<file path="src/rtl/joust2_rom_loader_if.sv">
// Download-side and ROM-write-side signal bundle for joust2_rom_loader.
// master: HPS/host side driving the download stream and sink_ready.
// slave : the loader, consuming the stream and driving the ROM write port.
interface joust2_rom_loader_if;
    logic        ioctl_download;
    logic        ioctl_wr;
    logic [24:0] ioctl_addr;
    logic [7:0]  ioctl_dout;
    logic [15:0] ioctl_index;
    logic        sink_ready;
    logic [18:0] dn_addr;
    logic [7:0]  dn_data;
    logic        dn_wr;

    modport master (
        output ioctl_download, ioctl_wr, ioctl_addr, ioctl_dout, ioctl_index, sink_ready,
        input  dn_addr, dn_data, dn_wr
    );

    modport slave (
        input  ioctl_download, ioctl_wr, ioctl_addr, ioctl_dout, ioctl_index, sink_ready,
        output dn_addr, dn_data, dn_wr
    );
endinterface

</file>
<file path="src/rtl/joust2_rom_loader.sv">
// ROM download filter/buffer for the williams2 core.
// Accepts in-sequence bytes for one download index, queues them in a small
// FIFO so the ROM write side can stall, tracks size/sequence/overflow errors,
// and holds the core in reset until a clean load has settled.
module joust2_rom_loader #(
    parameter logic [24:0] EXPECTED_SIZE = 25'h4A000,
    parameter logic [15:0] ROM_INDEX     = 16'd0,
    parameter int unsigned RESET_HOLD    = 16,
    parameter int unsigned FIFO_DEPTH    = 4
) (
    input  logic                 clock_12,
    input  logic                 reset_n,
    joust2_rom_loader_if.slave   bus,
    output logic                 core_reset,
    output logic                 load_done,
    output logic [2:0]           load_error,
    output logic [15:0]          checksum
);

    localparam int unsigned AW = $clog2(FIFO_DEPTH);
    localparam int unsigned HW = $clog2(RESET_HOLD + 1);

    typedef enum logic [2:0] {
        S_IDLE,
        S_LOAD,
        S_DRAIN,
        S_HOLD,
        S_DONE
    } state_t;

    state_t          state_q, state_d;
    logic            dl_q;
    logic [24:0]     cnt_q, cnt_d;
    logic [24:0]     exp_q, exp_d;
    logic [15:0]     csum_q, csum_d;
    logic [2:0]      err_q, err_d;
    logic            done_q, done_d;
    logic            creset_q, creset_d;
    logic [HW-1:0]   hold_q, hold_d;
    logic [AW-1:0]   wr_ptr_q, wr_ptr_d;
    logic [AW-1:0]   rd_ptr_q, rd_ptr_d;
    logic [AW:0]     count_q, count_d;
    logic [18:0]     dn_addr_q, dn_addr_d;
    logic [7:0]      dn_data_q, dn_data_d;
    logic            dn_wr_q, dn_wr_d;
    logic [26:0]     mem_q [FIFO_DEPTH];

    logic            index_ok;
    logic            start;
    logic            fall;
    logic            fifo_empty;
    logic            fifo_full;
    logic            pop;
    logic            wr_ok;
    logic            seq_ok;
    logic            push;
    logic            seq_err;
    logic            ovf;
    logic [26:0]     head;

    // Edge detection, FIFO status and the accept/pop decisions for this cycle.
    always_comb begin
        index_ok   = (bus.ioctl_index == ROM_INDEX);
        start      = bus.ioctl_download && !dl_q && index_ok;
        fall       = !bus.ioctl_download && dl_q;
        fifo_empty = (count_q == '0);
        fifo_full  = (count_q == (AW+1)'(FIFO_DEPTH));
        // A starting download flushes the FIFO, so nothing is popped that cycle.
        pop        = ((state_q == S_LOAD) || (state_q == S_DRAIN)) && !fifo_empty &&
                     bus.sink_ready && !start;
        wr_ok      = (state_q == S_LOAD) && bus.ioctl_wr && index_ok && !start;
        seq_ok     = (bus.ioctl_addr[24:19] == 6'd0) && (bus.ioctl_addr == exp_q);
        push       = wr_ok && seq_ok && (!fifo_full || pop);
        seq_err    = wr_ok && !seq_ok;
        ovf        = wr_ok && seq_ok && fifo_full && !pop;
        head       = mem_q[rd_ptr_q];
    end

    // Next-state and datapath updates; a start edge overrides everything else.
    always_comb begin
        state_d   = state_q;
        cnt_d     = cnt_q;
        exp_d     = exp_q;
        csum_d    = csum_q;
        err_d     = err_q;
        done_d    = done_q;
        creset_d  = creset_q;
        hold_d    = hold_q;
        wr_ptr_d  = wr_ptr_q;
        rd_ptr_d  = rd_ptr_q;
        count_d   = count_q;
        dn_addr_d = dn_addr_q;
        dn_data_d = dn_data_q;
        dn_wr_d   = 1'b0;

        if (start) begin
            state_d  = S_LOAD;
            cnt_d    = '0;
            exp_d    = '0;
            csum_d   = '0;
            err_d    = '0;
            done_d   = 1'b0;
            creset_d = 1'b1;
            hold_d   = '0;
            wr_ptr_d = '0;
            rd_ptr_d = '0;
            count_d  = '0;
        end else begin
            if (push) begin
                wr_ptr_d = wr_ptr_q + AW'(1);
                cnt_d    = (cnt_q == '1) ? cnt_q : cnt_q + 25'd1;
                exp_d    = exp_q + 25'd1;
                csum_d   = csum_q + {8'h00, bus.ioctl_dout};
            end
            if (pop) begin
                rd_ptr_d  = rd_ptr_q + AW'(1);
                dn_addr_d = head[26:8];
                dn_data_d = head[7:0];
                dn_wr_d   = 1'b1;
            end
            if (push && !pop) begin
                count_d = count_q + (AW+1)'(1);
            end else if (pop && !push) begin
                count_d = count_q - (AW+1)'(1);
            end
            if (seq_err) begin
                err_d[2] = 1'b1;
            end
            if (ovf) begin
                err_d[1] = 1'b1;
            end

            case (state_q)
                S_IDLE: begin
                end
                S_LOAD: begin
                    if (fall) begin
                        state_d = S_DRAIN;
                    end
                end
                S_DRAIN: begin
                    // Empty FIFO implies no pop this cycle, so the last write is out.
                    if (fifo_empty) begin
                        state_d = S_HOLD;
                        hold_d  = '0;
                        if (cnt_q != EXPECTED_SIZE) begin
                            err_d[0] = 1'b1;
                        end
                    end
                end
                S_HOLD: begin
                    if (hold_q == HW'(RESET_HOLD - 1)) begin
                        state_d = S_DONE;
                    end else begin
                        hold_d = hold_q + HW'(1);
                    end
                end
                S_DONE: begin
                    done_d   = 1'b1;
                    creset_d = (err_q != 3'b000);
                end
                default: begin
                    state_d = S_IDLE;
                end
            endcase
        end
    end

    // State and control registers with asynchronous active-low reset.
    always_ff @(posedge clock_12 or negedge reset_n) begin
        if (!reset_n) begin
            state_q   <= S_IDLE;
            dl_q      <= 1'b0;
            cnt_q     <= '0;
            exp_q     <= '0;
            csum_q    <= '0;
            err_q     <= '0;
            done_q    <= 1'b0;
            creset_q  <= 1'b1;
            hold_q    <= '0;
            wr_ptr_q  <= '0;
            rd_ptr_q  <= '0;
            count_q   <= '0;
            dn_addr_q <= '0;
            dn_data_q <= '0;
            dn_wr_q   <= 1'b0;
        end else begin
            state_q   <= state_d;
            dl_q      <= bus.ioctl_download;
            cnt_q     <= cnt_d;
            exp_q     <= exp_d;
            csum_q    <= csum_d;
            err_q     <= err_d;
            done_q    <= done_d;
            creset_q  <= creset_d;
            hold_q    <= hold_d;
            wr_ptr_q  <= wr_ptr_d;
            rd_ptr_q  <= rd_ptr_d;
            count_q   <= count_d;
            dn_addr_q <= dn_addr_d;
            dn_data_q <= dn_data_d;
            dn_wr_q   <= dn_wr_d;
        end
    end

    // FIFO storage; validity is tracked by the pointers, so no reset is needed.
    always_ff @(posedge clock_12) begin
        if (push) begin
            mem_q[wr_ptr_q] <= {bus.ioctl_addr[18:0], bus.ioctl_dout};
        end
    end

    assign bus.dn_addr = dn_addr_q;
    assign bus.dn_data = dn_data_q;
    assign bus.dn_wr   = dn_wr_q;
    assign core_reset  = creset_q;
    assign load_done   = done_q;
    assign load_error  = err_q;
    assign checksum    = csum_q;

endmodule
</file>
<file path="src/flat_wrapper.sv">
// flat-port wrapper written by rule: the top's interface ports become plain ports
module joust2_rom_loader_flat 
#(
    parameter logic [24:0] EXPECTED_SIZE = 25'h4A000,
    parameter logic [15:0] ROM_INDEX     = 16'd0,
    parameter int unsigned RESET_HOLD    = 16,
    parameter int unsigned FIFO_DEPTH    = 4
)
  (clock_12, reset_n, core_reset, load_done, load_error, checksum, bus_ioctl_download, bus_ioctl_wr, bus_ioctl_addr, bus_ioctl_dout, bus_ioctl_index, bus_sink_ready, bus_dn_addr, bus_dn_data, bus_dn_wr);
  joust2_rom_loader_if bus_i ();
  input  logic clock_12;
  input  logic reset_n;
  output logic core_reset;
  output logic load_done;
  output logic [2:0] load_error;
  output logic [15:0] checksum;
  input wire logic [$bits(bus_i.ioctl_download)-1:0] bus_ioctl_download;
  input wire logic [$bits(bus_i.ioctl_wr)-1:0] bus_ioctl_wr;
  input wire logic [$bits(bus_i.ioctl_addr)-1:0] bus_ioctl_addr;
  input wire logic [$bits(bus_i.ioctl_dout)-1:0] bus_ioctl_dout;
  input wire logic [$bits(bus_i.ioctl_index)-1:0] bus_ioctl_index;
  input wire logic [$bits(bus_i.sink_ready)-1:0] bus_sink_ready;
  output wire logic [$bits(bus_i.dn_addr)-1:0] bus_dn_addr;
  output wire logic [$bits(bus_i.dn_data)-1:0] bus_dn_data;
  output wire logic [$bits(bus_i.dn_wr)-1:0] bus_dn_wr;
  assign bus_i.ioctl_download = bus_ioctl_download;
  assign bus_i.ioctl_wr = bus_ioctl_wr;
  assign bus_i.ioctl_addr = bus_ioctl_addr;
  assign bus_i.ioctl_dout = bus_ioctl_dout;
  assign bus_i.ioctl_index = bus_ioctl_index;
  assign bus_i.sink_ready = bus_sink_ready;
  assign bus_dn_addr = bus_i.dn_addr;
  assign bus_dn_data = bus_i.dn_data;
  assign bus_dn_wr = bus_i.dn_wr;
  joust2_rom_loader #(.EXPECTED_SIZE(EXPECTED_SIZE), .ROM_INDEX(ROM_INDEX), .RESET_HOLD(RESET_HOLD), .FIFO_DEPTH(FIFO_DEPTH)) u_core (.clock_12(clock_12), .reset_n(reset_n), .bus(bus_i), .core_reset(core_reset), .load_done(load_done), .load_error(load_error), .checksum(checksum));
endmodule
</file>
<file path="config.mk">
export PLATFORM = sky130hd
export DESIGN_NAME = joust2_rom_loader_flat
export DESIGN_NICKNAME = d
export VERILOG_FILES = /design/src/rtl/joust2_rom_loader_if.sv /design/src/rtl/joust2_rom_loader.sv /design/src/flat_wrapper.sv
export SDC_FILE = /design/constraint.sdc
export NUM_CORES = 1
export LEC_CHECK = 0
export CAP_MARGIN = 5
export CORE_MARGIN = 2
export CORE_UTILIZATION = 52
export CTS_CLUSTER_DIAMETER = 100
export DETAILED_ROUTE_END_ITERATION = 10
export GPL_TIMING_DRIVEN = 0
export PLACE_DENSITY = 0.77
export SLEW_MARGIN = 10
export SYNTH_ARGS = -nofsm -noshare
export SYNTH_HDL_FRONTEND = slang
export SYNTH_SLANG_ARGS = --single-unit
export TNS_END_PERCENT = 100
</file>
<file path="constraint.sdc">
create_clock -name clock_12 -period 2.9 [get_ports clock_12]
set_input_delay 0.58 -clock clock_12 [delete_from_list [all_inputs] [get_ports clock_12]]
set_output_delay 0.58 -clock clock_12 [all_outputs]
set_load 0.03 [all_outputs]
</file>
* Yosys cells after proc, flatten, opt, wreduce, memory -nomap -nowiden
Memory sizes are Yosys's and may differ from the RTL's. A register that Yosys moved wholly into a read port is not among the register bits.
Index checks and enable logic that the tools add are counted.
** Word-level totals
- Flip-flop bits (word level) :: 88
- Bits in writable memories :: 108
- Output and inout bits :: 49
- Memories :: 1
** Cells by class
- Add/subtract/negate cells :: 8
- Equality and inequality tests :: 15
- Mux-type cells :: 37
- Bitwise logic cells :: 1
- Reduce and logical (&&, ||, !) cells :: 49
** Memory list
- u_core.mem_q :: depth 4, width 27, read ports 1, clocked after Yosys merged registers in 1, write ports 1, RTL line joust2_rom_loader.sv:46 : logic [26:0] mem_q [FIFO_DEPTH];
** Operators with widths (count)
- 25-bit 2-to-1 mux :: 5
- 25-bit by 1-bit adder with 25-bit output (second input constant) :: 2
- 16-bit 2-to-1 mux :: 2
- 25-bit == test :: 1
- 25-bit == test (second input constant) :: 1
- 25-bit by 19-bit inequality test with 1-bit output (second input constant) :: 1
- 3-bit 2-to-1 mux :: 8
- 1-bit logical AND :: 17
- 16-bit by 8-bit adder with 16-bit output :: 1
- 16-bit zero test :: 1
- 2-bit nonzero test :: 8
- 5-bit 2-to-1 mux :: 3
- 1-bit 2-to-1 mux :: 13
- 3-bit case mux with 4 select lines :: 1
- 5-bit case mux with 2 select lines :: 1
- 1-bit zero test :: 9
- 3-bit by 1-bit inequality test with 1-bit output (second input constant) :: 3
- 3-bit nonzero test :: 3
- 2-bit 2-to-1 mux :: 4
- 3-bit by 2-bit == test with 1-bit output (second input constant) :: 2
- 3-bit == test (second input constant) :: 2
- 3-bit zero test :: 2
- 6-bit zero test :: 1
- 3-bit AND reduction :: 2
- other kinds (13) :: 17

* Logic depth before layout (Yosys ltp)
- Depth in word-level cells :: 12
- Depth in mapped cells :: 13

* Worst setup path before layout
OpenSTA, ideal clock, no wires.
- Kind :: input -> register
- From :: input port bus_ioctl_addr[20]
- To :: memory u_core.mem_q[0][0] (enable)
- Library setup time :: 386 ps
- Data arrival time :: 2913 ps
- Required time :: 2514 ps
- Setup slack :: -399 ps
- Stages :: 7
- Path buffers :: 1
- Path through :: or4_4 nor4_2 nand4_2 or4_1 buf_2 inv_2 and2_1
** Between the ends
- Longest elaborated chain between the ends :: 6
- Elaborated cells between the ends (all ways) :: 7
- Classes of those cells :: eq/ne (1); mux (2); reduce/logical (4)
** RTL lines
- start: declaration :: RTL line flat_wrapper.sv:19 : input wire logic [$bits(bus_i.ioctl_addr)-1:0] bus_ioctl_addr;
- 25-bit == test / 6-bit zero test (equally long branches) :: RTL line joust2_rom_loader.sv:72 : seq_ok = (bus.ioctl_addr[24:19] == 6'd0) && (bus.ioctl_addr == exp_q);
- 1-bit logical AND * :: RTL line joust2_rom_loader.sv:72
- 1-bit logical AND * (2 in series) :: RTL line joust2_rom_loader.sv:73 : push = wr_ok && seq_ok && (!fifo_full || pop);
- 1-bit 2-to-1 mux * :: RTL line joust2_rom_loader.sv:208 : if (push) begin
- 1-bit 2-to-1 mux (not written as such) * :: RTL line joust2_rom_loader.sv:209 : mem_q[wr_ptr_q] <= {bus.ioctl_addr[18:0], bus.ioctl_dout};
- end: declaration :: RTL line joust2_rom_loader.sv:46
Every way passes the cells marked *; elsewhere a longest branch is shown, timed or not.

* Final worst setup path
- From :: input port bus_ioctl_addr[0]
- To :: register u_core.count_q[1]
** Between the ends
- Longest elaborated chain between the ends :: 7
- Elaborated cells between the ends (all ways) :: 10
- Classes of those cells :: eq/ne (1); mux (2); reduce/logical (7)
** RTL lines
- 25-bit == test * :: RTL line joust2_rom_loader.sv:72
- 1-bit logical AND * :: RTL line joust2_rom_loader.sv:72
- 1-bit logical AND * (2 in series) :: RTL line joust2_rom_loader.sv:73
- 1-bit logical AND / 1-bit zero test (equally long branches) :: RTL line joust2_rom_loader.sv:121, joust2_rom_loader.sv:123
- 3-bit 2-to-1 mux / 1-bit logical AND (equally long branches) :: RTL line joust2_rom_loader.sv:121, joust2_rom_loader.sv:123
- 3-bit 2-to-1 mux / 3-bit nonzero test (equally long branches)
- end signal: assignment :: RTL line joust2_rom_loader.sv:199 : count_q <= count_d;
- end: declaration :: RTL line joust2_rom_loader.sv:42 : logic [AW:0] count_q, count_d;
Marks and branches as above.
A chain may end at the register's enable or synchronous reset.

==> reports/qor.yml <==
sta:
  fin_crit_ns: 2.83
  clock_skew_ns: 0.0223
  fin_tns_setup_ns: 0
  setup_slack_ns: 0.0698
  relSlewSlack_pct: 38.3
  drv_slew: 0
  setup_viol: 0
  worst_pin_slew_ns: 0.926
  fmax_mhz: 353
  rsz0062_at_grt: "true"
  period_share_pct: 97.6
  hold_viol_final: 0
synthesis:
  yosysMostFrequentCell: "dfrtp_1"
  yosys_warnings: 0
  synth_nets: 840
  synth_seq_cells: 223
  yosysUniqueCellTypes: 60
  synthFlopType: "dfrtp_1"
  synthTopCellsByArea: "edfxtp_1 32%, dfrtp_1 28%, mux4_2 6.0%"
  synth_area_um2: 10100
  synth_top_area_share_pct: 32.0
  syn_avg_cell_area_um2: 13.2
  ys_seq_area_share_pct: 60.3
  synthTopCellsByCount: "114 x dfrtp_1, 108 x edfxtp_1, 46 x nor2_1"
  synth_edf_count: 108
  synth.largest_area_cell: "edfxtp_1"
  syn_inst: 766
  synth_async_sr_flop_share_pct: 51.6
final_layout:
  syn_to_final_growth_pct: 24.8
  drive_gt1_share_pct: 18.7
  fin_area_um2: 12700
  nets: 979
  stdcell_count: 1188
  diodes: 0
  finish.utilization_pct: 65.7
detailed_routing:
  drt_iter0_markers: 617
  antenna_left: 0
  num_vias: 7057
  vias_per_cell: 5.94
  drt-wirelength-per-cell_um: 19.5
  drc: 0
  firstDrtPassIters: 5
  drt_wl_total_mm: 23.2
flow_run:
  max_cap_viol_count: 0
floorplanning:
  die_h_um: 144
  io_pins: 103
  die_area_um2: 20600
  die_w_um: 144
  core_area_um2: 19300
  initial_core_util_pct: 52.6
  row_count: 51
pwr:
  seqPwrFrac_pct: 47.9
  swShare_pct: 22.6
  leakage_nw: 5.05
  vdd_drop_max_mv: 0.328
  combPwrFrac_pct: 9.6
  power_switching_mw: 1.61
  internal_power_mw: 5.51
  clkPwrFrac_pct: 42.5
  powerDensity_nw_per_um2: 563
placement:
  portBuffers: 102
  globalplace.congestion: 0.900
  place_ws_ns: -1.22
  post-dp-hpwl_mm: 15.3
  place_area_um2: 11600
  placed_cells: 1134
critical_path:
  end_kind: "flop"
  cp-start-kind: "input pin"
  critPathArrivalTime_ns: 3.27
  required_ns: 3.34
  path_max_fanout: 6
  path_class: "input pin to flop"
cts:
  h-tree-depth: 1
  cts_sinks: 223
  cts_tree: "built"
  clk_path_buf_depth: 3
  clk_latency_ns: 0.51
  cts_hold_buf: 0
  cts-buffers-inserted: 24
  path_clk_slew_ns: 0.06
  cts-root-buf: "clkbuf_16"
global_route:
  grt_pass1_wl_mm: 36.2
  grt_usage_pct: 22.4
  grt_antenna_before_repair: 0
  grt_max_degree: 59
  grt_pass1_vias: 6824
  grt.overflow.total: 0
worst_hold_path:
  hold_class: "input pin to asynchronous set/reset pin"
outcome:
  outcome: "finished clean"
==> metrics by stage <==
step / hold WS [ns] / power [mW]
2_1_floorplan: 0.284 / 3.87
3_3_place_gp: 0.461 / 4.15
3_5_place_dp: 0.465 / 4.17
4_1_cts: 0.0747 / 7.17
5_1_grt: 0.102 / 7.35
6_report: 0.0593 / 7.12
==> what timing repair did <==
item | in CTS | in global routing
gates cloned | 0 | 0
pin swaps | 18 | 15
buffers inserted | 10 | 5
resized for setup | 45 | 42
setup endpoints to repair | 176 | 158
==> kinds of logic after synthesis <==
group	Yosys count	share of synthesized area, %
AND/OR/NAND/NOR	242	13.8
flip-flops	223	60.3
AO/OA/AOI/OAI	131	8.62
multiplexers	59	9.52
buffers and inverters	57	2.15
XOR/XNOR	34	2.94
adder cells (fa/ha/maj)	20	2.61
==> routing by layer <==
metal	global-route usage, %	wire (µm)
met5	0	0
met4	6.60	586
met3	3.53	1400
met2	37.7	11500
met1	30.4	9660
==> cell usage in the layout (no fill, tap or decap), types with 25 or more instances in the layout <==
master and n:
dfrtp_1 113, edfxtp_1 108, clkdlybuf4s50_1 67, nor2_1 46, nand2_1 38, mux2_2 30, a21oi_1 29, inv_1 28
o21ai_0 28, xor2_1 27, mux4_2 27, clkbuf_16 25
==> cell type report <==
type                            count  area (µm²)
Clock inverter                     13         118
Timing Repair Buffer              118        1180
Buffer                             23         101
Multi-Input combinational cell    486        4020
Sequential cell                   223        6120
Tap cell                          265         332
Inverter                           29         114
Fill cell                        1424        6610
Clock buffer                       31         668
==> worst paths after layout <==
path	start	to	slack, ns	cells past startpoint
max reg2reg	u_core.exp_q[23]$_DFFE_PN0P_	u_core.count_q[1]$_DFFE_PN0P_	0.08	10
max in group asynchronous	reset_n	u_core.core_reset$_DFFE_PN1P_	2.11	2
min reg2reg	u_core.bus.dn_addr[14]$_DFFE_PN0P_	u_core.bus.dn_addr[14]$_DFFE_PN0P_	0.50	1
min	reset_n	u_core.bus.dn_addr[11]$_DFFE_PN0P_	0.06	1
min in group clock_12	bus_ioctl_download	u_core.dl_q$_DFF_PN0_	0.31	1
max	bus_ioctl_addr[0]	u_core.count_q[1]$_DFFE_PN0P_	0.07	11
==> registers in the layout, summed over array words and instances, names as in the netlist <==
name and cells:
u_core.mem_q 108, u_core.load_error 3, u_core.cnt_q 25, u_core.bus.dn_data 8, u_core.core_reset 1, u_core.hold_q 5
u_core.wr_ptr_q 2, u_core.count_q 3, u_core.bus.dn_addr 19, u_core.bus.dn_wr 1, u_core.state_q 3, u_core.load_done 1
u_core.exp_q 25, u_core.dl_q 1, u_core.checksum 16, u_core.rd_ptr_q 2
==> power by group through the flow <==
| stage | clock (mW) | combinational (mW) | sequential (mW) |
|---|---|---|---|
| global route | 3.19 | 0.739 | 3.42 |
| floorplan | 0 | 0.316 | 3.55 |
| finish | 3.03 | 0.681 | 3.42 |
| detailed placement | 0 | 0.689 | 3.48 |
| global placement | 0 | 0.672 | 3.48 |
| CTS | 3.06 | 0.690 | 3.42 |
==> worst max-delay path, cell delays in order <==
cell and delay, ns:
clkdlybuf4s50_1 0.52, xor2_1 0.22, nor3_2 0.28, nand3_2 0.14, or4_4 0.59, inv_6 0.12
ha_4 0.14, fa_1 0.42, nor2_1 0.11, a21oi_1 0.05, nor2_1 0.09
(Power assumes the default switching activity.)
